===== config.mk =====
export PLATFORM = sky130hd
export DESIGN_NAME = minirv_ctrl_fsm
export DESIGN_NICKNAME = d
export VERILOG_FILES = /design/src/rtl/minirv_pkg.sv /design/src/rtl/minirv_ctrl_fsm.sv
export SDC_FILE = /design/constraint.sdc
export NUM_CORES = 1
export LEC_CHECK = 0
export ABC_AREA = 0
export CAP_MARGIN = 40
export CORE_MARGIN = 5
export CORE_UTILIZATION = 42
export CTS_CLUSTER_SIZE = 28
export DETAILED_ROUTE_END_ITERATION = 12
export GPL_ROUTABILITY_DRIVEN = 0
export GPL_TIMING_DRIVEN = 0
export PLACE_DENSITY_LB_ADDON = 0.12
export SLEW_MARGIN = 15
export SYNTH_ARGS = -nofsm -noshare
export SYNTH_HDL_FRONTEND = slang
export SYNTH_SLANG_ARGS = --single-unit

===== constraint.sdc =====
create_clock -name clk -period 2 [get_ports clk]
set_input_delay 0.3 -clock clk [delete_from_list [all_inputs] [get_ports clk]]
set_output_delay 0.3 -clock clk [all_outputs]
set_load 0.02 [all_outputs]

===== src/rtl/minirv_pkg.sv =====
// Shared definitions for the minirv multi-cycle controller: state encoding,
// instruction classes, write-back select codes and byte-lane masks.
package minirv_pkg;

  typedef enum logic [2:0] {
    StIdle,
    StFetch,
    StDecode,
    StExec,
    StMem,
    StWb,
    StTrap
  } state_e;

  typedef enum logic [2:0] {
    ClsAdd,
    ClsAddi,
    ClsLui,
    ClsLw,
    ClsLbu,
    ClsSw,
    ClsSb,
    ClsJalr
  } cls_e;

  localparam logic [1:0] WbAlu = 2'b00;
  localparam logic [1:0] WbMem = 2'b01;
  localparam logic [1:0] WbPc4 = 2'b10;
  localparam logic [1:0] WbImm = 2'b11;

  localparam logic [3:0] WmaskNone = 4'b0000;
  localparam logic [3:0] WmaskWord = 4'b1111;
  // Byte accesses always present lane 0; the datapath shifts by addr[1:0].
  localparam logic [3:0] WmaskByte = 4'b0001;

  function automatic logic is_store(cls_e c);
    return (c == ClsSw) || (c == ClsSb);
  endfunction

  function automatic logic is_load(cls_e c);
    return (c == ClsLw) || (c == ClsLbu);
  endfunction

  function automatic logic is_byte(cls_e c);
    return (c == ClsLbu) || (c == ClsSb);
  endfunction

endpackage


===== src/rtl/minirv_ctrl_fsm.sv =====
// Multi-cycle control FSM for the minirv core: sequences fetch, decode,
// execute, memory and write-back, and counts retired instructions.
module minirv_ctrl_fsm
  import minirv_pkg::*;
(
  input  logic        clk,
  input  logic        rst_n,
  input  logic        run,
  input  logic        add,
  input  logic        addi,
  input  logic        lui,
  input  logic        lw,
  input  logic        lbu,
  input  logic        sw,
  input  logic        sb,
  input  logic        jalr,
  input  logic        illegal,
  output logic        imem_req,
  input  logic        imem_ack,
  output logic        dmem_req,
  output logic        dmem_we,
  output logic [3:0]  dmem_wmask,
  input  logic        dmem_ack,
  output logic        ir_we,
  output logic        mdr_we,
  output logic        rf_we,
  output logic        pc_we,
  output logic        pc_sel,
  output logic        alu_src_imm,
  output logic [1:0]  wb_sel,
  output logic        ld_byte_u,
  output logic        busy,
  output logic        trap,
  output logic [31:0] instret
);

  state_e      state_q, state_d;
  cls_e        cls_q, cls_d;
  logic [31:0] instret_q, instret_d;

  cls_e cls_dec;
  logic cls_valid;

  always_comb begin
    cls_dec   = ClsAdd;
    cls_valid = !illegal;
    if (add)       cls_dec = ClsAdd;
    else if (addi) cls_dec = ClsAddi;
    else if (lui)  cls_dec = ClsLui;
    else if (lw)   cls_dec = ClsLw;
    else if (lbu)  cls_dec = ClsLbu;
    else if (sw)   cls_dec = ClsSw;
    else if (sb)   cls_dec = ClsSb;
    else if (jalr) cls_dec = ClsJalr;
    else           cls_valid = 1'b0;
  end

  always_comb begin
    state_d     = state_q;
    cls_d       = cls_q;
    instret_d   = instret_q;
    imem_req    = 1'b0;
    dmem_req    = 1'b0;
    dmem_we     = 1'b0;
    dmem_wmask  = WmaskNone;
    ir_we       = 1'b0;
    mdr_we      = 1'b0;
    rf_we       = 1'b0;
    pc_we       = 1'b0;
    pc_sel      = 1'b0;
    alu_src_imm = 1'b0;
    wb_sel      = WbAlu;
    ld_byte_u   = 1'b0;
    busy        = 1'b0;
    trap        = 1'b0;

    case (state_q)
      StIdle: begin
        if (run) state_d = StFetch;
      end
      StFetch: begin
        busy     = 1'b1;
        imem_req = 1'b1;
        if (imem_ack) begin
          ir_we   = 1'b1;
          state_d = StDecode;
        end
      end
      StDecode: begin
        busy = 1'b1;
        // Class is captured here so later phases do not depend on the decoder.
        if (cls_valid) begin
          cls_d   = cls_dec;
          state_d = StExec;
        end else begin
          state_d = StTrap;
        end
      end
      StExec: begin
        busy        = 1'b1;
        alu_src_imm = !((cls_q == ClsAdd) || (cls_q == ClsLui));
        state_d     = (is_load(cls_q) || is_store(cls_q)) ? StMem : StWb;
      end
      StMem: begin
        busy       = 1'b1;
        dmem_req   = 1'b1;
        dmem_we    = is_store(cls_q);
        dmem_wmask = is_byte(cls_q) ? WmaskByte : WmaskWord;
        if (dmem_ack) begin
          if (is_store(cls_q)) begin
            // Stores retire here; there is no write-back phase.
            pc_we     = 1'b1;
            instret_d = instret_q + 32'd1;
            state_d   = run ? StFetch : StIdle;
          end else begin
            mdr_we  = 1'b1;
            state_d = StWb;
          end
        end
      end
      StWb: begin
        busy      = 1'b1;
        rf_we     = 1'b1;
        pc_we     = 1'b1;
        pc_sel    = (cls_q == ClsJalr);
        ld_byte_u = (cls_q == ClsLbu);
        case (cls_q)
          ClsLw, ClsLbu: wb_sel = WbMem;
          ClsJalr:       wb_sel = WbPc4;
          ClsLui:        wb_sel = WbImm;
          default:       wb_sel = WbAlu;
        endcase
        instret_d = instret_q + 32'd1;
        state_d   = run ? StFetch : StIdle;
      end
      StTrap: begin
        trap = 1'b1;
      end
      default: begin
        state_d = StIdle;
      end
    endcase
  end

  always_ff @(posedge clk or negedge rst_n) begin
    if (!rst_n) begin
      state_q   <= StIdle;
      cls_q     <= ClsAdd;
      instret_q <= 32'd0;
    end else begin
      state_q   <= state_d;
      cls_q     <= cls_d;
      instret_q <= instret_d;
    end
  end

  assign instret = instret_q;

endmodule


==> results summary, run 1 <==
The total power per unit cell area is about 970 mW/mm^2. The reg-to-reg endpoint is instret[22]$_DFFE_PN0P_. Static timing analysis puts the maximum clock frequency at roughly 480 MHz. The via total after detailed routing is around 1900. The final reports fail on negative setup slack. The smallest setup slack after layout came out at -0.0828 ns. The critical path starts at state_q[0]$_DFFE_PN0P_.

The first-pass iteration count of the detailed router came out at 5. The total DRC errors in the routed layout is 0. In this run the horizontal extent of the chip is approximately 81 um. The total of flip-flops plus latches after synthesis came out at 38. The wire-length estimate of the detail-placed layout is about 3500 um.

The proportion of synthesized chip area in sequential cells came out at between 40% and 50%. The number of antenna diodes in the final layout is 0. The setup slack of the worst register-to-register path is -0.08 ns.

The global-route wire length before repair came out at 8170 um. The starting density of the core is between 40% and 50%. The number of distinct library cell variants in the gate-level netlist after synthesis came out at 41. The summed instance area of the synthesized netlist is ~0.0021 mm^2. The peak supply drop came out at between 0.7 and 0.8 mV. The final-stage net count is 323. The sum of negative setup slack came out at -0.0828 ns. The full die area came out at 0.00649 mm^2. Dividing the final minimum period by the clock period gives 104%.

The post-layout instance count excluding filler cells is 376. TritonCTS built the clock tree. The row count came out at 25. The power after layout is 2.98 mW.

The wire length after detailed routing came out at about 5000 um. The most frequent cell on the critical path is sky130_fd_sc_hd__or3_4. The maximum level of the CTS H-tree came out at 2. Relative to the synthesized area, the layout overhead comes to 46.9%. Yosys printed 0 warnings. The mean instance size in the synthesized netlist is approximately 9.5 um^2. The worst setup path is captured at a register.

The sink count of the clock tree came out at 38. The data arrival time at the worst-slack endpoint is 2.25 ns. The async set-reset flop share out of synthesis is between 90% and 100%. The initial antenna violation count is 0. CTS placed an instance of sky130_fd_sc_hd__clkbuf_8 at the clock tree root. The leakage power total is approximately 1.4 nW. On the final layout, the worst hold slack is 0.466 ns. The flow ran to the end, but the final reports show violations. Across the run, the number of max-cap violations was 0. The worst setup path is launched from a register.

The worst path required time came out at ~2.2 ns. The clock transition time at the flip-flop clock pins of the worst setup and hold paths is 0.07 ns. The average vias per placed instance is ~5.1.

The minimum clock period after layout came out at roughly 2.1 ns. The headroom to the max-slew limit came out at roughly 70%. The net count of the mapped netlist is roughly 240. The class of the worst hold path is in2async. The height of the die is slightly above 80 um.

The post-route netlist has 22.0% of its cells at a drive strength greater than 1. For the pin with the worst max-slew slack, the measured transition is 0.440 ns. After routing the design area is 0.00307 mm^2. The area after detailed placement is 0.00283 mm^2. The cell count after synthesis came out at 220.

The number of placed I/O pins came out at between 60 and 70. The via count of the first global-routing pass came out at about 1800. The reg-to-reg startpoint is state_q[0]$_DFFE_PN0P_. The total area inside the core boundary comes to about 0.0048 mm^2. The antenna violation net count after detailed routing is 0. The deepest clock path buffer count came out at 2. The overflow left after global routing came out at 0. The largest net degree at the start of global routing came out at 24. The final number of setup-violating endpoints is 1. During placement, the flow inserted port buffers numbering 63.

The clock latency at the later pin of the worst-skew pair is 0.29 ns. The depth of the worst register-to-register path came out at 8. The critical path goes through inv_2, or3_4, clkinv_4, a21oi_4, buf_6, or4_4, or3_4, xnor2_2. The maximum single-stage delay on the critical path is 0.41 ns. The worst setup path is of the reg2reg kind.

The count of pins over their slew limit was 0. Of all nets on the critical path, the largest fanout is 3. The violation count after the first detailed-route iteration is between 100 and 150.

TritonCTS created 5 clock buffers. The number of hold-slack violations in the final timing report is 0. The setup clock skew after layout came out at just under 0.006 ns. Setup repair after global routing could not meet its margin everywhere. The most frequently used flop master after synthesis is sky130_fd_sc_hd__dfrtp_1.

The average wire per standard cell is approximately 13 um. The number of enable-type register cells in the synthesized netlist came out at 0. The global routing usage summed across all routing layers came out at between 10% and 20%. The cell with the largest stage delay on the worst path is sky130_fd_sc_hd__or3_4. The total placed cells including tap cells is about 350.

The critical path ends at instret[22]$_DFFE_PN0P_.
## cell usage in the layout, fill, tap and decap left out, types with 2 or more instances in the layout
master	n
sky130_fd_sc_hd__clkdlybuf4s50_1	44
sky130_fd_sc_hd__dfrtp_1	36
sky130_fd_sc_hd__nand2_1	24
sky130_fd_sc_hd__xnor2_1	24
sky130_fd_sc_hd__buf_4	19
sky130_fd_sc_hd__nand3_1	18
sky130_fd_sc_hd__nor2_1	15
sky130_fd_sc_hd__buf_2	10
sky130_fd_sc_hd__nor3_1	9
sky130_fd_sc_hd__inv_1	8
sky130_fd_sc_hd__a21oi_1	8
sky130_fd_sc_hd__nand4_1	8
sky130_fd_sc_hd__buf_6	7
sky130_fd_sc_hd__and3_1	7
sky130_fd_sc_hd__xor2_1	7
sky130_fd_sc_hd__clkbuf_8	6
sky130_fd_sc_hd__clkbuf_2	3
sky130_fd_sc_hd__and4_1	3
sky130_fd_sc_hd__o21ai_0	3
sky130_fd_sc_hd__dlygate4sd2_1	3
sky130_fd_sc_hd__clkbuf_4	2
sky130_fd_sc_hd__inv_2	2
sky130_fd_sc_hd__or3_4	2
sky130_fd_sc_hd__a21oi_4	2
sky130_fd_sc_hd__nand2b_1	2
sky130_fd_sc_hd__clkbuf_1	2
sky130_fd_sc_hd__and2_1	2
sky130_fd_sc_hd__nor4_1	2
sky130_fd_sc_hd__o22ai_1	2
sky130_fd_sc_hd__o41ai_1	2
sky130_fd_sc_hd__dfrtp_2	2
## kinds of logic (layout without fill, tap and decap cells)
family                   after synthesis  in the layout  synth area share, %
AO/OA/AOI/OAI                         23             23                 7.24
AND/OR/NAND/NOR                      103            103                 26.4
adder cells (fa/ha/maj)                1              1                0.598
flip-flops                            38             38                 45.5
buffers and inverters                 22            111                 5.20
XOR/XNOR                              33             33                 15.1
## layout make-up
class | instances | area (um^2)
Sequential cell | 38 | 953
Multi-Input combinational cell | 160 | 1080
Clock buffer | 7 | 86.3
Timing Repair Buffer | 82 | 746
Tap cell | 67 | 83.8
Inverter | 11 | 46.3
Fill cell | 401 | 1710
Clock inverter | 1 | 5.00
Buffer | 10 | 73.8
## worst min-delay path by stage
stage | start | to | slack [ns] | depth (start not counted)
after floorplan | rst_n | cls_q[0]$_DFFE_PN0P_ | 0.004 | 0
after global placement | instret[31]$_DFFE_PN0P_ | instret[31]$_DFFE_PN0P_ | 0.46 | 1
after detailed placement | rst_n | instret[30]$_DFFE_PN0P_ | 0.24 | 1
after CTS | rst_n | instret[28]$_DFFE_PN0P_ | 0.48 | 2
after global routing | instret[31]$_DFFE_PN0P_ | instret[31]$_DFFE_PN0P_ | 0.49 | 1
final | rst_n | instret[17]$_DFFE_PN0P_ | 0.47 | 2
## where the power goes
part / leakage (nW) / internal, mW / switching, mW
sequential: 0.515 / 0.862 / 0.0985
clock: 0.0482 / 0.278 / 0.255
combinational: 0.826 / 0.680 / 0.804
total: 1.39 / 1.82 / 1.16
## registers in the layout (all words and copies together), names as in the netlist
signal	count
instret	32
state_q	3
cls_q	3
## synthesized netlist by cell type (2+ instances only)
| cell | number | area [um^2] |
|---|---|---|
| sky130_fd_sc_hd__nand2b_1 | 2 | 12.5 |
| sky130_fd_sc_hd__nor4_1 | 3 | 18.8 |
| sky130_fd_sc_hd__inv_1 | 8 | 30.0 |
| sky130_fd_sc_hd__or3_4 | 2 | 22.5 |
| sky130_fd_sc_hd__and3_1 | 8 | 50.1 |
| sky130_fd_sc_hd__a21oi_1 | 9 | 45.0 |
| sky130_fd_sc_hd__o21ai_0 | 4 | 20.0 |
| sky130_fd_sc_hd__nor3_1 | 9 | 45.0 |
| sky130_fd_sc_hd__o41ai_1 | 2 | 17.5 |
| sky130_fd_sc_hd__dfrtp_1 | 38 | 951 |
| sky130_fd_sc_hd__nand4_1 | 8 | 50.1 |
| sky130_fd_sc_hd__nand3_1 | 18 | 90.1 |
| sky130_fd_sc_hd__nor2_1 | 16 | 60.1 |
| sky130_fd_sc_hd__buf_2 | 2 | 10.0 |
| sky130_fd_sc_hd__nand2_1 | 25 | 93.8 |
| sky130_fd_sc_hd__xnor2_1 | 24 | 210 |
| sky130_fd_sc_hd__inv_2 | 2 | 7.51 |
| sky130_fd_sc_hd__o22ai_1 | 2 | 12.5 |
| sky130_fd_sc_hd__clkbuf_1 | 5 | 18.8 |
| sky130_fd_sc_hd__and4_1 | 3 | 26.3 |
| sky130_fd_sc_hd__buf_4 | 3 | 22.5 |
| sky130_fd_sc_hd__xor2_1 | 7 | 61.3 |
| sky130_fd_sc_hd__and2_1 | 2 | 12.5 |
## metal layers
layer  share of wire, %  global-route usage [%]
met5                  0                       0
met4                1.2                    5.41
met3                6.5                    4.60
met2                 47                    25.3
met1                 45                    20.8
## stage by stage
step	util [%]	setup slack [ns]
after global routing	64.2	-0.157
after floorplan	-	-0.0438
final	64.2	-0.0828
after global placement	58.6	-0.660
after CTS	62.9	-0.190
after detailed placement	59.1	-0.640
## timing repair
| item | 4_1_cts | 5_1_grt |
|---|---|---|
| setup buffers | 10 | 9 |
| gates resized for setup | 58 | 33 |
| pin swaps | 5 | 7 |
| hold buffers | 1 | 0 |
| hold endpoints to repair | 15 | 0 |
| setup endpoints to repair | 28 | 34 |
## critical path: cells and delay by family, from the launching register on
| family | cells | cell delay (ns) |
|---|---|---|
| simple gates | 3 | 1.17 |
| flops | 1 | 0.38 |
| buf+inv | 3 | 0.25 |
| xor+xnor | 1 | 0.13 |
| compound gates | 1 | 0.04 |
(Power assumes the default switching activity.)
==> inputs of run 2 (changes only) <==
CORE_UTILIZATION = 47   (was 42)
clock period = 2.04 ns   (was 2 ns; I/O delays follow)
==> run 2 against run 1 <==
The run still ends with negative setup slack left. Global-route usage is 1.3 points higher. Non-clock buffer count fell by 10. Count of clock-buffer cells in the layout up 1. Register-to-register slack barely moved. Sequential cell count unchanged. Total power fell by 4.5%. Design area down 2.7%. Sequential power decreased by 2.1%. Die area decreased by 9.4%. Clock skew increased by 0.00090 ns. Clock power up 12%. Critical path type unchanged. Largest cell class unchanged.
==> results summary, run 2 (synthesis results as in run 1) <==
The largest individual stage delay along the critical path comes from the cell sky130_fd_sc_hd__or4_4. For this configuration, the core starts out at a cell density of roughly half. The die covers just under 0.006 mm^2. The total power per unit cell area is ~950 mW/mm^2. The analysis attributes to net switching a power of 1.09 mW. The sink count of the clock tree is 38. The worst path required time came out at roughly 2.2 ns. The clock latency at the later pin of the worst-skew pair came out at approximately 0.29 ns. The number of flip-flops under the largest register name came out at 32.

The critical path launch point type is a register. The top cell types in the final layout, fill and taps aside, are sky130_fd_sc_hd__clkdlybuf4s50_1, sky130_fd_sc_hd__dfrtp_1, sky130_fd_sc_hd__nand2_1. The sequential power share is ~33%. The leading cell type in the layout, fill and taps excluded is sky130_fd_sc_hd__clkdlybuf4s50_1. The biggest fanout along the worst timing path came out at 5.

The maximum achievable frequency came out at between 400 and 500 MHz. Counting the fill cells in the layout gives 360. The HPWL after detailed placement is ~3600 um.

The final hold slack came out at around 0.42 ns. The via total after detailed routing came out at roughly 1900. The via count of the first global-routing pass is between 1500 and 2000. The average vias per placed instance is between 5 and 6. The antenna violation net count after detailed routing is 0. Measured on the finished design, the core utilization comes to just under 70%. The critical path in this run is classified as reg2reg.

The power after layout is 2.85 mW. The initial antenna violation count came to 0. The measured slew at the worst slew-check pin is between 0.7 and 0.8 ns. The setup clock skew after layout came out at 0.00681 ns. The H-tree generated during clock tree synthesis spans 2 levels.

The area added between synthesis and finish came out at 42.9%. After clock tree synthesis, the clock-pin slew on the worst setup and hold paths is roughly 0.07 ns. The area of the core region came out at 0.00432 mm^2. The final number of setup-violating endpoints is 5.

The row count is 24. The logic gate share of total power came out at around 46%. The sequential cell area is 952 um^2. The die is between 70 and 80 um wide. Subtracting the final worst setup slack from the clock period gives around 2.1 ns. The final-stage net count is about 310.

The depth of the worst register-to-register path came out at 8. The overflow left after global routing came out at 0. The total DRC errors in the routed layout is 0. The maximum single-stage delay on the critical path is 0.43 ns. The internal power of the cells totals roughly 1.8 mW.

In this run the count of I/O pins placed on the die edge is between 60 and 70. STA classifies the critical path endpoint as a register. Traced cell by cell, the critical path runs through inv_2, or3_4, clkinv_4, a21oi_4, buf_6, or4_4, or3_4, xnor2_2. The area taken by multi-input logic gates is 0.00106 mm^2. The violation count after the first detailed-route iteration is 96. The height of the die is 76.7 um. In this run the worst hold path is classified as in2async.

The repair_antennas step left the layout with diodes totalling 0. The headroom to the max-slew limit came out at between 50% and 60%. The average wire per standard cell came out at about 14 um. The flow ran to the end, but the final reports show violations. The number of hold-slack violations in the final timing report came out at 0. The count of pins over their slew limit came out at 0. The reported max-cap violation count is 0.

The wire length after detailed routing came out at 4970 um. The layout cell share with drive strength beyond 1 came out at 16.4%. The clock network burns between 20% and 30% of the power. The switching power as a share of total power is 38.3%. Among the stages of the critical path, the cell type that occurs most often is sky130_fd_sc_hd__or3_4. Setup slack on the critical path of the routed design comes to -0.0928 ns.

The largest net degree at the start of global routing came out at 30. Across every metal layer, demand over resource in global routing totals between 10% and 20%. The leakage power total came out at roughly 1.4 nW. Setup repair after global routing could not meet its margin everywhere.

In this run the tool buffered the top-level ports with 63 buffer cells. TritonCTS built the clock tree. The pre-antenna-repair detailed-routing pass consisted of 4 iterations. The post-route clock period utilization came out at 105%.

The cell at the root of the clock tree is sky130_fd_sc_hd__clkbuf_8. The peak supply drop is 0.555 mV. The global-route wire length before repair is 8430 um.

The data arrival time at the worst-slack endpoint came out at between 2 and 2.5 ns. The checks that failed: negative setup slack. The deepest clock path buffer count is 2.

The number of clock buffers inserted by TritonCTS came out at 5.
-- run 2: power groups by stage --
stage | Clock [mW] | Sequential (mW) | Combinational (mW)
global placement | 0 | 0.941 | 1.20
finish | 0.599 | 0.941 | 1.31
CTS | 0.611 | 0.932 | 1.23
global route | 0.638 | 0.965 | 1.42
floorplan | 0 | 0.970 | 0.762
detailed placement | 0 | 0.944 | 1.22
-- run 2: cell type report --
type                            count  area share [%]
Tap cell                           52            2.18
Buffer                             10            2.68
Timing Repair Buffer               72            22.7
Clock buffer                        8            3.68
Inverter                           11            1.55
Multi-Input combinational cell    160            35.4
Sequential cell                    38            31.8
-- run 2: critical path: cells and delay by family (launching register included) --
kind / cells / cell delay [ns]
and+or+nand+nor: 3 / 1.18
buffers and inverters: 3 / 0.27
AOI/OAI and AO/OA: 1 / 0.05
xor gates and xnor gates: 1 / 0.13
DFF: 1 / 0.39
-- run 2: final timing paths --
| path | start | to | slack [ns] |
|---|---|---|---|
| max | state_q[2]$_DFFE_PN0P_ | instret[22]$_DFFE_PN0P_ | -0.09 |
| min | rst_n | instret[30]$_DFFE_PN0P_ | 0.42 |
| max reg2reg | state_q[2]$_DFFE_PN0P_ | instret[22]$_DFFE_PN0P_ | -0.09 |
| min reg2reg | instret[31]$_DFFE_PN0P_ | instret[31]$_DFFE_PN0P_ | 0.48 |
| max in group asynchronous | rst_n | instret[1]$_DFFE_PN0P_ | 1.20 |
| min in group clk | instret[31]$_DFFE_PN0P_ | instret[31]$_DFFE_PN0P_ | 0.48 |
-- run 2: metal layers --
metal | up-vias | global-route usage (%) | wire [um]
met4 | 0 | 6.99 | 99
met3 | 9 | 4.68 | 293
met1 | 894 | 23.5 | 2230
li1 | 915 | - | -
met2 | 63 | 26.1 | 2350
met5 | - | 0 | 0
-- run 2: stage by stage --
stage	area, um^2	cells	TNS [ns]	setup slack, ns
after floorplan	2090	220	-0.00377	-0.00377
after CTS	2950	348	-0.447	-0.191
after global routing	2990	351	-0.877	-0.190
after global placement	2790	335	-12.50	-0.596
final	2990	351	-0.206	-0.0928
after detailed placement	2800	336	-4.79	-0.617
-- run 2: timing repair --
item | 4_1_cts | 5_1_grt
resized for setup | 41 | 26
pin swaps | 1 | 3
buffers inserted | 3 | 4
endpoints found under the hold margin | 9 | 0
endpoints found under the setup margin | 25 | 25
hold buffers | 1 | 0
